### config.mk
export PLATFORM = sky130hd
export DESIGN_NAME = id_ex_stage
export DESIGN_NICKNAME = d
export VERILOG_FILES = /design/src/rtl/id_ex_stage.sv
export SDC_FILE = /design/constraint.sdc
export NUM_CORES = 1
export LEC_CHECK = 0
export ABC_AREA = 1
export ABC_CLOCK_PERIOD_IN_PS = 2220
export CORE_MARGIN = 2
export CORE_UTILIZATION = 44
export CTS_BUF_LIST = sky130_fd_sc_hd__clkbuf_4
export DETAILED_ROUTE_END_ITERATION = 16
export GPL_TIMING_DRIVEN = 1
export HOLD_SLACK_MARGIN = 0.03
export PLACE_DENSITY_LB_ADDON = 0.25
export SLEW_MARGIN = 20
export SYNTH_ARGS = -nofsm -noshare
export SYNTH_HDL_FRONTEND = slang
export SYNTH_SLANG_ARGS = --single-unit
### constraint.sdc
create_clock -name clk -period 2.22 [get_ports clk]
set_clock_uncertainty 0.2 [all_clocks]
set_input_delay 0.444 -clock clk [delete_from_list [all_inputs] [get_ports clk]]
set_output_delay 0.444 -clock clk [all_outputs]
set_load 0.1 [all_outputs]
### src/rtl/id_ex_stage.sv
// ID/EX pipeline register with ALU control decode, EX/MEM and MEM/WB operand forwarding,
// and load-use hazard detection against the instruction currently in ID.
module id_ex_stage (
   input  logic        clk,
   input  logic        rst_n,
   // ID side
   input  logic        in_valid,
   input  logic [31:0] rs_data,
   input  logic [31:0] rt_data,
   input  logic [15:0] imm,
   input  logic [4:0]  rs_addr,
   input  logic [4:0]  rt_addr,
   input  logic [4:0]  rd_addr,
   input  logic [1:0]  alu_op,
   input  logic [5:0]  funct,
   input  logic        alu_src,
   input  logic        reg_dst,
   input  logic        reg_write,
   input  logic        mem_read,
   input  logic        mem_write,
   input  logic        mem_to_reg,
   // pipeline control
   input  logic        stall,
   input  logic        flush,
   // forwarding sources
   input  logic        exmem_reg_write,
   input  logic [4:0]  exmem_rd,
   input  logic [31:0] exmem_result,
   input  logic        memwb_reg_write,
   input  logic [4:0]  memwb_rd,
   input  logic [31:0] memwb_result,
   // ALU side
   output logic [31:0] A,
   output logic [31:0] B,
   output logic [2:0]  ALUoperation,
   output logic [31:0] store_data,
   // EX/MEM side
   output logic        out_valid,
   output logic [4:0]  write_reg,
   output logic        reg_write_o,
   output logic        mem_read_o,
   output logic        mem_write_o,
   output logic        mem_to_reg_o,
   output logic        illegal_funct,
   // hazard
   output logic        hazard_stall
);

   typedef struct packed {
      logic       alu_src;
      logic       reg_write;
      logic       mem_read;
      logic       mem_write;
      logic       mem_to_reg;
      logic [1:0] alu_op;
   } ctrl_t;

   localparam ctrl_t CtrlNone = '0;

   logic        valid_q;
   ctrl_t       ctrl_q;
   ctrl_t       ctrl_in;
   logic [31:0] rs_data_q;
   logic [31:0] rt_data_q;
   logic [31:0] imm_q;
   logic [4:0]  rs_addr_q;
   logic [4:0]  rt_addr_q;
   logic [4:0]  dest_q;
   logic [5:0]  funct_q;

   logic [31:0] imm_ext;
   logic [4:0]  dest_sel;
   logic [31:0] fwd_rs;
   logic [31:0] fwd_rt;
   logic        funct_bad;

   assign imm_ext  = {{16{imm[15]}}, imm};
   assign dest_sel = reg_dst ? rd_addr : rt_addr;

   always_comb begin
      ctrl_in.alu_src    = alu_src;
      ctrl_in.reg_write  = reg_write;
      ctrl_in.mem_read   = mem_read;
      ctrl_in.mem_write  = mem_write;
      ctrl_in.mem_to_reg = mem_to_reg;
      ctrl_in.alu_op     = alu_op;
   end

   always_ff @(posedge clk or negedge rst_n) begin
      if (!rst_n) begin
         valid_q   <= 1'b0;
         ctrl_q    <= CtrlNone;
         rs_data_q <= '0;
         rt_data_q <= '0;
         imm_q     <= '0;
         rs_addr_q <= '0;
         rt_addr_q <= '0;
         dest_q    <= '0;
         funct_q   <= '0;
      end else if (flush) begin
         // squash keeps data fields; only validity and controls matter downstream
         valid_q <= 1'b0;
         ctrl_q  <= CtrlNone;
      end else if (!stall) begin
         valid_q   <= in_valid;
         ctrl_q    <= in_valid ? ctrl_in : CtrlNone;
         rs_data_q <= rs_data;
         rt_data_q <= rt_data;
         imm_q     <= imm_ext;
         rs_addr_q <= rs_addr;
         rt_addr_q <= rt_addr;
         dest_q    <= dest_sel;
         funct_q   <= funct;
      end
   end

   // EX/MEM result is newer than MEM/WB, so it wins; register 0 is never forwarded
   always_comb begin
      fwd_rs = rs_data_q;
      if (exmem_reg_write && (exmem_rd == rs_addr_q) && (rs_addr_q != 5'd0)) begin
         fwd_rs = exmem_result;
      end else if (memwb_reg_write && (memwb_rd == rs_addr_q) && (rs_addr_q != 5'd0)) begin
         fwd_rs = memwb_result;
      end
   end

   always_comb begin
      fwd_rt = rt_data_q;
      if (exmem_reg_write && (exmem_rd == rt_addr_q) && (rt_addr_q != 5'd0)) begin
         fwd_rt = exmem_result;
      end else if (memwb_reg_write && (memwb_rd == rt_addr_q) && (rt_addr_q != 5'd0)) begin
         fwd_rt = memwb_result;
      end
   end

   always_comb begin
      ALUoperation = 3'b010;
      funct_bad    = 1'b0;
      case (ctrl_q.alu_op)
         2'b00: ALUoperation = 3'b010;
         2'b01: ALUoperation = 3'b110;
         2'b11: ALUoperation = 3'b111;
         default: begin
            case (funct_q)
               6'b100000: ALUoperation = 3'b010;
               6'b100010: ALUoperation = 3'b110;
               6'b100100: ALUoperation = 3'b000;
               6'b100101: ALUoperation = 3'b001;
               6'b101010: ALUoperation = 3'b111;
               default: begin
                  ALUoperation = 3'b010;
                  funct_bad    = 1'b1;
               end
            endcase
         end
      endcase
   end

   assign A             = fwd_rs;
   assign B             = ctrl_q.alu_src ? imm_q : fwd_rt;
   assign store_data    = fwd_rt;
   assign illegal_funct = valid_q & funct_bad;

   assign out_valid    = valid_q;
   assign write_reg    = dest_q;
   assign reg_write_o  = ctrl_q.reg_write;
   assign mem_read_o   = ctrl_q.mem_read;
   assign mem_write_o  = ctrl_q.mem_write;
   assign mem_to_reg_o = ctrl_q.mem_to_reg;

   // load in EX whose destination is read by the instruction sitting in ID
   assign hazard_stall = valid_q & ctrl_q.mem_read & (dest_q != 5'd0) & in_valid &
                         ((dest_q == rs_addr) | (dest_q == rt_addr));

endmodule

==> metrics.txt, run 1 <==
status finished, violations left; failing checks setup timing; crit path time final 3.16 ns; # IOs 301; CTS root buf clkbuf_4; CTS buffer count 9; Routability Congestion 0.921; Seq cells post-synth 109; H-Tree Depth 3; Pre-Repair DR Iteration Count 5; CP endpoint kind output pin; PortBufs 300; Net Sw Frac 49.4%; syn avg cell area 7.13 um2; Routed Antenna Nets 0; Die X 130 um; final slew viol count 0; net switching power 5.25 mW; setup violators final 101; Net count, final 1511; fill cell count 687; Syn Std Cell Area 0.00697 mm2; Tightest Pin Transition 0.651 ns; Hold Fails Final Rpt 0; Critical Path RT 1.58 ns; initial core utilization 44.5%; vias in the first global route 8402; fmax 317 MHz; CTS tree yes; area of the multi-input gates 0.00511 mm2; layout cells sized above 1 45.1%; core area 0.0157 mm2; final critical-path share of the clock period 142%; clk buf depth 2; Regs by FF count rs_data_q (32), rt_data_q (32), imm_q (16); synth unique cells 30; GR Overflow Total 0; Detailed Place HPWL 20300 um; WS Path Type flop to output pin; Slew Limit Headroom 56.6%; Clock Latency Late Sink 0.53 ns; Reg power frac 22.9%; Setup WS pre-CTS -0.788 ns; Setup crit start kind flop; Comb pwr share 64.6%; WL final 36300 um; Leakage Power 6.57 nW; P_int 5.37 mW; Worst Hold Class primary input to flop; antenna violations before repair 2; first-pass GRT wire length 43700 um; post-route core utilization 89.3%; # DRC 0; Synth Instances 978; sequential fraction of the synthesis area 39.1%; RSZ-0062 raised after global routing yes; MaxCap Viol Count 0; critical path arrival 2.51 ns; worst-path maximum fanout 32; area grow syn2layout 100%; Vias 8943; Die ar. 0.0169 mm2; VDD IR-drop max 0.000627 V; Setup Total Neg Slack -81.51 ns; wire length per cell 23.5 um; Syn Nets 1168; Rows 46; Vias per Instance 5.79; clock slew at reported path FFs 0.19 ns; total track usage 33.7%; sequential cell area 0.00274 mm2; largest net degree at the start of global routing 108; Power Density 760 mW/mm2; Die H 130 um; Synth warnings 0; drt initial violations 750; clock tree sinks 109; Final WS setup -0.938 ns; clock power share 12.5%
==> worst paths after layout <==
kind                                  to  depth (start not counted)         start  slack, ns
setup / recovery                   B[13]                         12  rt_addr_q[3]      -0.94
hold / removal                mem_read_o                          3      mem_read       0.22
setup reg to reg               ctrl_q[6]                          3     ctrl_q[6]       0.84
hold reg to reg                 imm_q[2]                          1      imm_q[2]       0.34
max in group asynchronous  rt_data_q[28]                          3         rst_n       1.02
min in group asynchronous   write_reg[3]                          3         rst_n       0.28
==> cell usage in the layout, fill, tap and decap left out, types with 3 or more instances in the layout <==
cell / instances
clkdlybuf4s50_1: 188
buf_12: 122
xnor2_1: 4
buf_8: 3
nand2_2: 51
nand3_1: 33
nand3_4: 13
o21ai_2: 10
clkbuf_4: 9
dfrtp_2: 7
o21ai_0: 60
nor2_1: 11
nand2_1: 171
inv_1: 115
and2_4: 31
dfrtp_1: 102
o21ai_1: 17
buf_6: 9
xor2_1: 6
nand4_1: 8
bufinv_16: 3
a31oi_1: 4
nand3_2: 102
nand2_4: 82
buf_4: 52
nor2_4: 6
clkbuf_16: 9
inv_2: 16
mux2_2: 49
==> critical path: stages (launching register included) <==
cell and delay [ns]:
dfrtp_1 0.47, inv_2 0.09, nand2_1 0.06, nand2_1 0.06, inv_2 0.04, nand2_1 0.10
nor2_4 0.18, buf_12 0.28, nand3_1 0.16, nand3_2 0.13, nand3_2 0.10, nand2_4 0.11
buf_12 0.17
==> routing by layer <==
layer | wire (um) | vias up | track usage, %
li1 | - | 3803 | -
met1 | 12500 | 4253 | 40.3
met2 | 17300 | 671 | 57.0
met3 | 3860 | 216 | 9.43
met4 | 2690 | 0 | 14.7
met5 | 0 | - | 0
==> cell usage after synthesis <==
library cell	count	area (um2)
nor3b_1	1	7.51
nor2_4	2	22.5
and2_1	32	200
o211ai_1	1	7.51
buf_6	3	33.8
dfrtp_1	109	2730
nand2_1	303	1140
nor2_1	14	52.6
or2_2	1	6.26
mux2_2	49	552
nand3_2	1	10.0
a21oi_1	5	25.0
o22ai_1	4	25.0
nand3_1	147	736
nor3_2	1	10.0
nand4_1	8	50.1
buf_2	28	140
clkbuf_1	15	56.3
o21ai_0	85	425
buf_4	6	45.0
a31oi_1	4	25.0
buf_1	3	11.3
nor2_2	3	18.8
inv_2	13	48.8
nand2_2	2	12.5
o21ai_1	3	15.0
inv_1	120	450
xor2_1	6	52.6
xnor2_1	6	52.6
nor3_1	3	15.0
==> per-stage QoR <==
step	area (um2)	hold slack [ns]	cells	total power, mW
3_5_place_dp	12200	0.0416	1496	8.66
2_1_floorplan	7550	-0.0516	978	6.21
6_report	14000	0.223	1544	10.6
3_3_place_gp	12200	0.0408	1496	8.59
4_1_cts	12900	0.230	1523	10.1
5_1_grt	14000	0.239	1543	10.9
==> power groups by stage <==
stage | Clock [mW] | Combinational (mW) | Sequential (mW)
global route | 1.39 | 7.06 | 2.45
detailed placement | 0 | 6.23 | 2.43
CTS | 1.31 | 6.39 | 2.40
floorplan | 0 | 3.70 | 2.51
finish | 1.33 | 6.87 | 2.43
global placement | 0 | 6.17 | 2.42
==> cell type report <==
type	instances	area share, %
clock buffers	9	0.483
inverters	133	3.63
multi-input cells	681	36.6
flip-flops and latches	109	19.6
clock inverters	7	0.815
well taps	216	1.93
repair buffers	387	36.9
diodes	2	0.0358
==> cell families after synthesis <==
group / count (synthesis) / share of synthesized area [%]
flops: 109 / 39.1
buf+inv: 188 / 11.3
mux: 49 / 7.91
simple gates: 518 / 32.7
xor+xnor: 12 / 1.51
compound gates: 102 / 7.50
==> repair_timing <==
action / CTS / global route
pin swaps: 21 / 69
endpoints found under the hold margin: 109 / 0
endpoints found under the setup margin: 101 / 101
hold buffers: 2 / 0
setup buffers: 6 / 10
resized for setup: 100 / 197
cloned: 3 / 11
Power figures use the tool's default switching activity.
==> run 2, diff against run 1 <==
--- a/config.mk
+++ b/config.mk
@@ -6,9 +6,9 @@
 export NUM_CORES = 1
 export LEC_CHECK = 0
 export ABC_AREA = 1
-export ABC_CLOCK_PERIOD_IN_PS = 2220
+export ABC_CLOCK_PERIOD_IN_PS = 2730
 export CORE_MARGIN = 2
-export CORE_UTILIZATION = 44
+export CORE_UTILIZATION = 40
 export CTS_BUF_LIST = sky130_fd_sc_hd__clkbuf_4
 export DETAILED_ROUTE_END_ITERATION = 16
 export GPL_TIMING_DRIVEN = 1
==> constraint.sdc (replaced) <==
create_clock -name clk -period 2.73 [get_ports clk]
set_clock_uncertainty 0.2 [all_clocks]
set_input_delay 0.546 -clock clk [delete_from_list [all_inputs] [get_ports clk]]
set_output_delay 0.546 -clock clk [all_outputs]
set_load 0.1 [all_outputs]
==> metrics.txt, run 2 (synthesis results as in run 1) <==
status finished, violations left; failing checks setup timing; VDD IR-drop max 0.000549 V; CTS buffer count 9; Setup crit start kind flop; Die ar. 0.0185 mm2; placed cell areas 0.0114 mm2; final critical-path share of the clock period 120%; Reg2Reg Launch Point rt_addr_q[3]; largest net degree at the start of global routing 78; Die X 136 um; core area 0.0172 mm2; area grow syn2layout 95.4%; CP endpoint kind output pin; Regs by FF count rs_data_q (32), rt_data_q (32), imm_q (16); vias in the first global route 8638; antenna violations before repair 2; GR Overflow Total 0; Tightest Pin Transition 0.538 ns; WS Path Type flop to output pin; Final WS setup -0.541 ns; setup violators final 96; FF-to-FF End rt_addr_q[3]; critical path arrival 2.52 ns; fmax 306 MHz; PortBufs 300; # DRC 0; Setup Total Neg Slack -38.02 ns; final slew viol count 0; clock slew at reported path FFs 0.18 ns; commonest non-fill, non-tap cell in the layout nand2_1; Setup WS pre-CTS -0.461 ns; WL final 33800 um; Pre-Repair DR Iteration Count 5; WHS 0.264 ns; drt initial violations 612; Worst Hold Class primary input to asynchronous set/reset pin; layout cells sized above 1 42.0%; Die H 136 um; Slew Limit Headroom 64.1%; MaxCap Viol Count 0; Rows 48; clk buf depth 2; RSZ-0062 raised after global routing yes; Leakage Power 6.44 nW; crit path time final 3.27 ns; H-Tree Depth 3; wire length per cell 21.9 um; final instance area 0.0136 mm2; clock tree sinks 109; Detailed Place HPWL 20800 um; Net count, final 1504; Clock Latency Late Sink 0.49 ns; Vias 8502; total track usage 33.3%; first-pass GRT wire length 46700 um; CTS tree yes; most frequent cells in the layout nand2_1, clkdlybuf4s50_1, inv_1, buf_12, dfrtp_1; # IOs 301; Routability Congestion 0.888; Reg2Reg Depth 3; Register-to-Register Setup Slack 1.60 ns; Hold Fails Final Rpt 0; CTS root buf clkbuf_4; Routed Antenna Nets 0; Vias per Instance 5.51; worst-path maximum fanout 8; Power Density 598 mW/mm2; initial core utilization 40.6%; fill cell count 1075; Critical Path RT 1.98 ns
==> run 2: cell types whose count changed in the layout (fill, tap and decap cells not counted), moves of 13 or more <==
cell     change
nand3_1     +13
nand3_2     -17
nand2_4     -34
nand2_1     +15
nand2_2     +20
==> run 2: report_power, final <==
| group | internal, mW | leakage, nW | total, mW | switching [mW] |
|---|---|---|---|---|
| Clock | 0.184 | 0.0616 | 0.766 | 0.582 |
| Combinational | 2.01 | 5.06 | 5.41 | 3.40 |
| Sequential | 1.83 | 1.32 | 1.97 | 0.145 |
==> run 2: layout make-up <==
| cell class | instances | area [um2] | area share, % |
|---|---|---|---|
| clock inverter | 6 | 38.8 | 0.285 |
| multi-input combinational | 681 | 4830 | 35.5 |
| inverter | 133 | 519 | 3.81 |
| antenna | 1 | 2.50 | 0.0184 |
| timing repair buffer | 380 | 5150 | 37.8 |
| clock buffer | 9 | 67.6 | 0.496 |
| sequential | 109 | 2730 | 20.1 |
| tap | 225 | 282 | 2.07 |
==> run 2: how the worst max path moves through the flow <==
stage	start	endpoint	slack (ns)	cells past startpoint
2_1_floorplan	write_reg[1]	hazard_stall	-0.40	5
3_3_place_gp	exmem_rd[3]	B[7]	-0.46	12
3_5_place_dp	exmem_rd[3]	B[7]	-0.46	12
4_1_cts	rs_addr_q[0]	A[20]	-0.35	12
5_1_grt	rt_addr_q[3]	B[25]	-0.60	13
6_report	rt_addr_q[3]	B[25]	-0.54	13
==> run 2: what timing repair did <==
action	CTS	global route
hold buffers	1	0
buffers inserted	21	9
pin swaps	57	48
hold endpoints to repair	21	0
gates resized for setup	287	132
endpoints found under the setup margin	96	98
cloned	12	5
==> run 2: critical path, stage by stage (launching register included) <==
cell and delay, ns:
dfrtp_1 0.48, inv_2 0.10, nand2_1 0.08, nand2_1 0.06
inv_2 0.05, nand2_2 0.06, nor2_4 0.20, buf_6 0.16
clkbuf_16 0.18, nand3_1 0.13, nand3_2 0.13, nand3_2 0.08
nand2_2 0.12, buf_12 0.17
==> run 2: stage by stage <==
stage                     std cells  total power, mW  util (%)
after floorplan                 978             4.81         -
after global placement         1484             6.70      66.5
after detailed placement       1484             6.75      66.5
after CTS                      1531             7.88      75.5
after global routing           1544             8.42      79.3
final                          1544             8.15      79.3
==> run 2: layer usage <==
metal  vias up  routed length (um)  track usage [%]
met5         -                  14                0
met4         2                1590             15.2
met3       127                3840             11.3
met2       479               16800             57.0
met1      4103               11600             37.3
li1       3791                   -                -
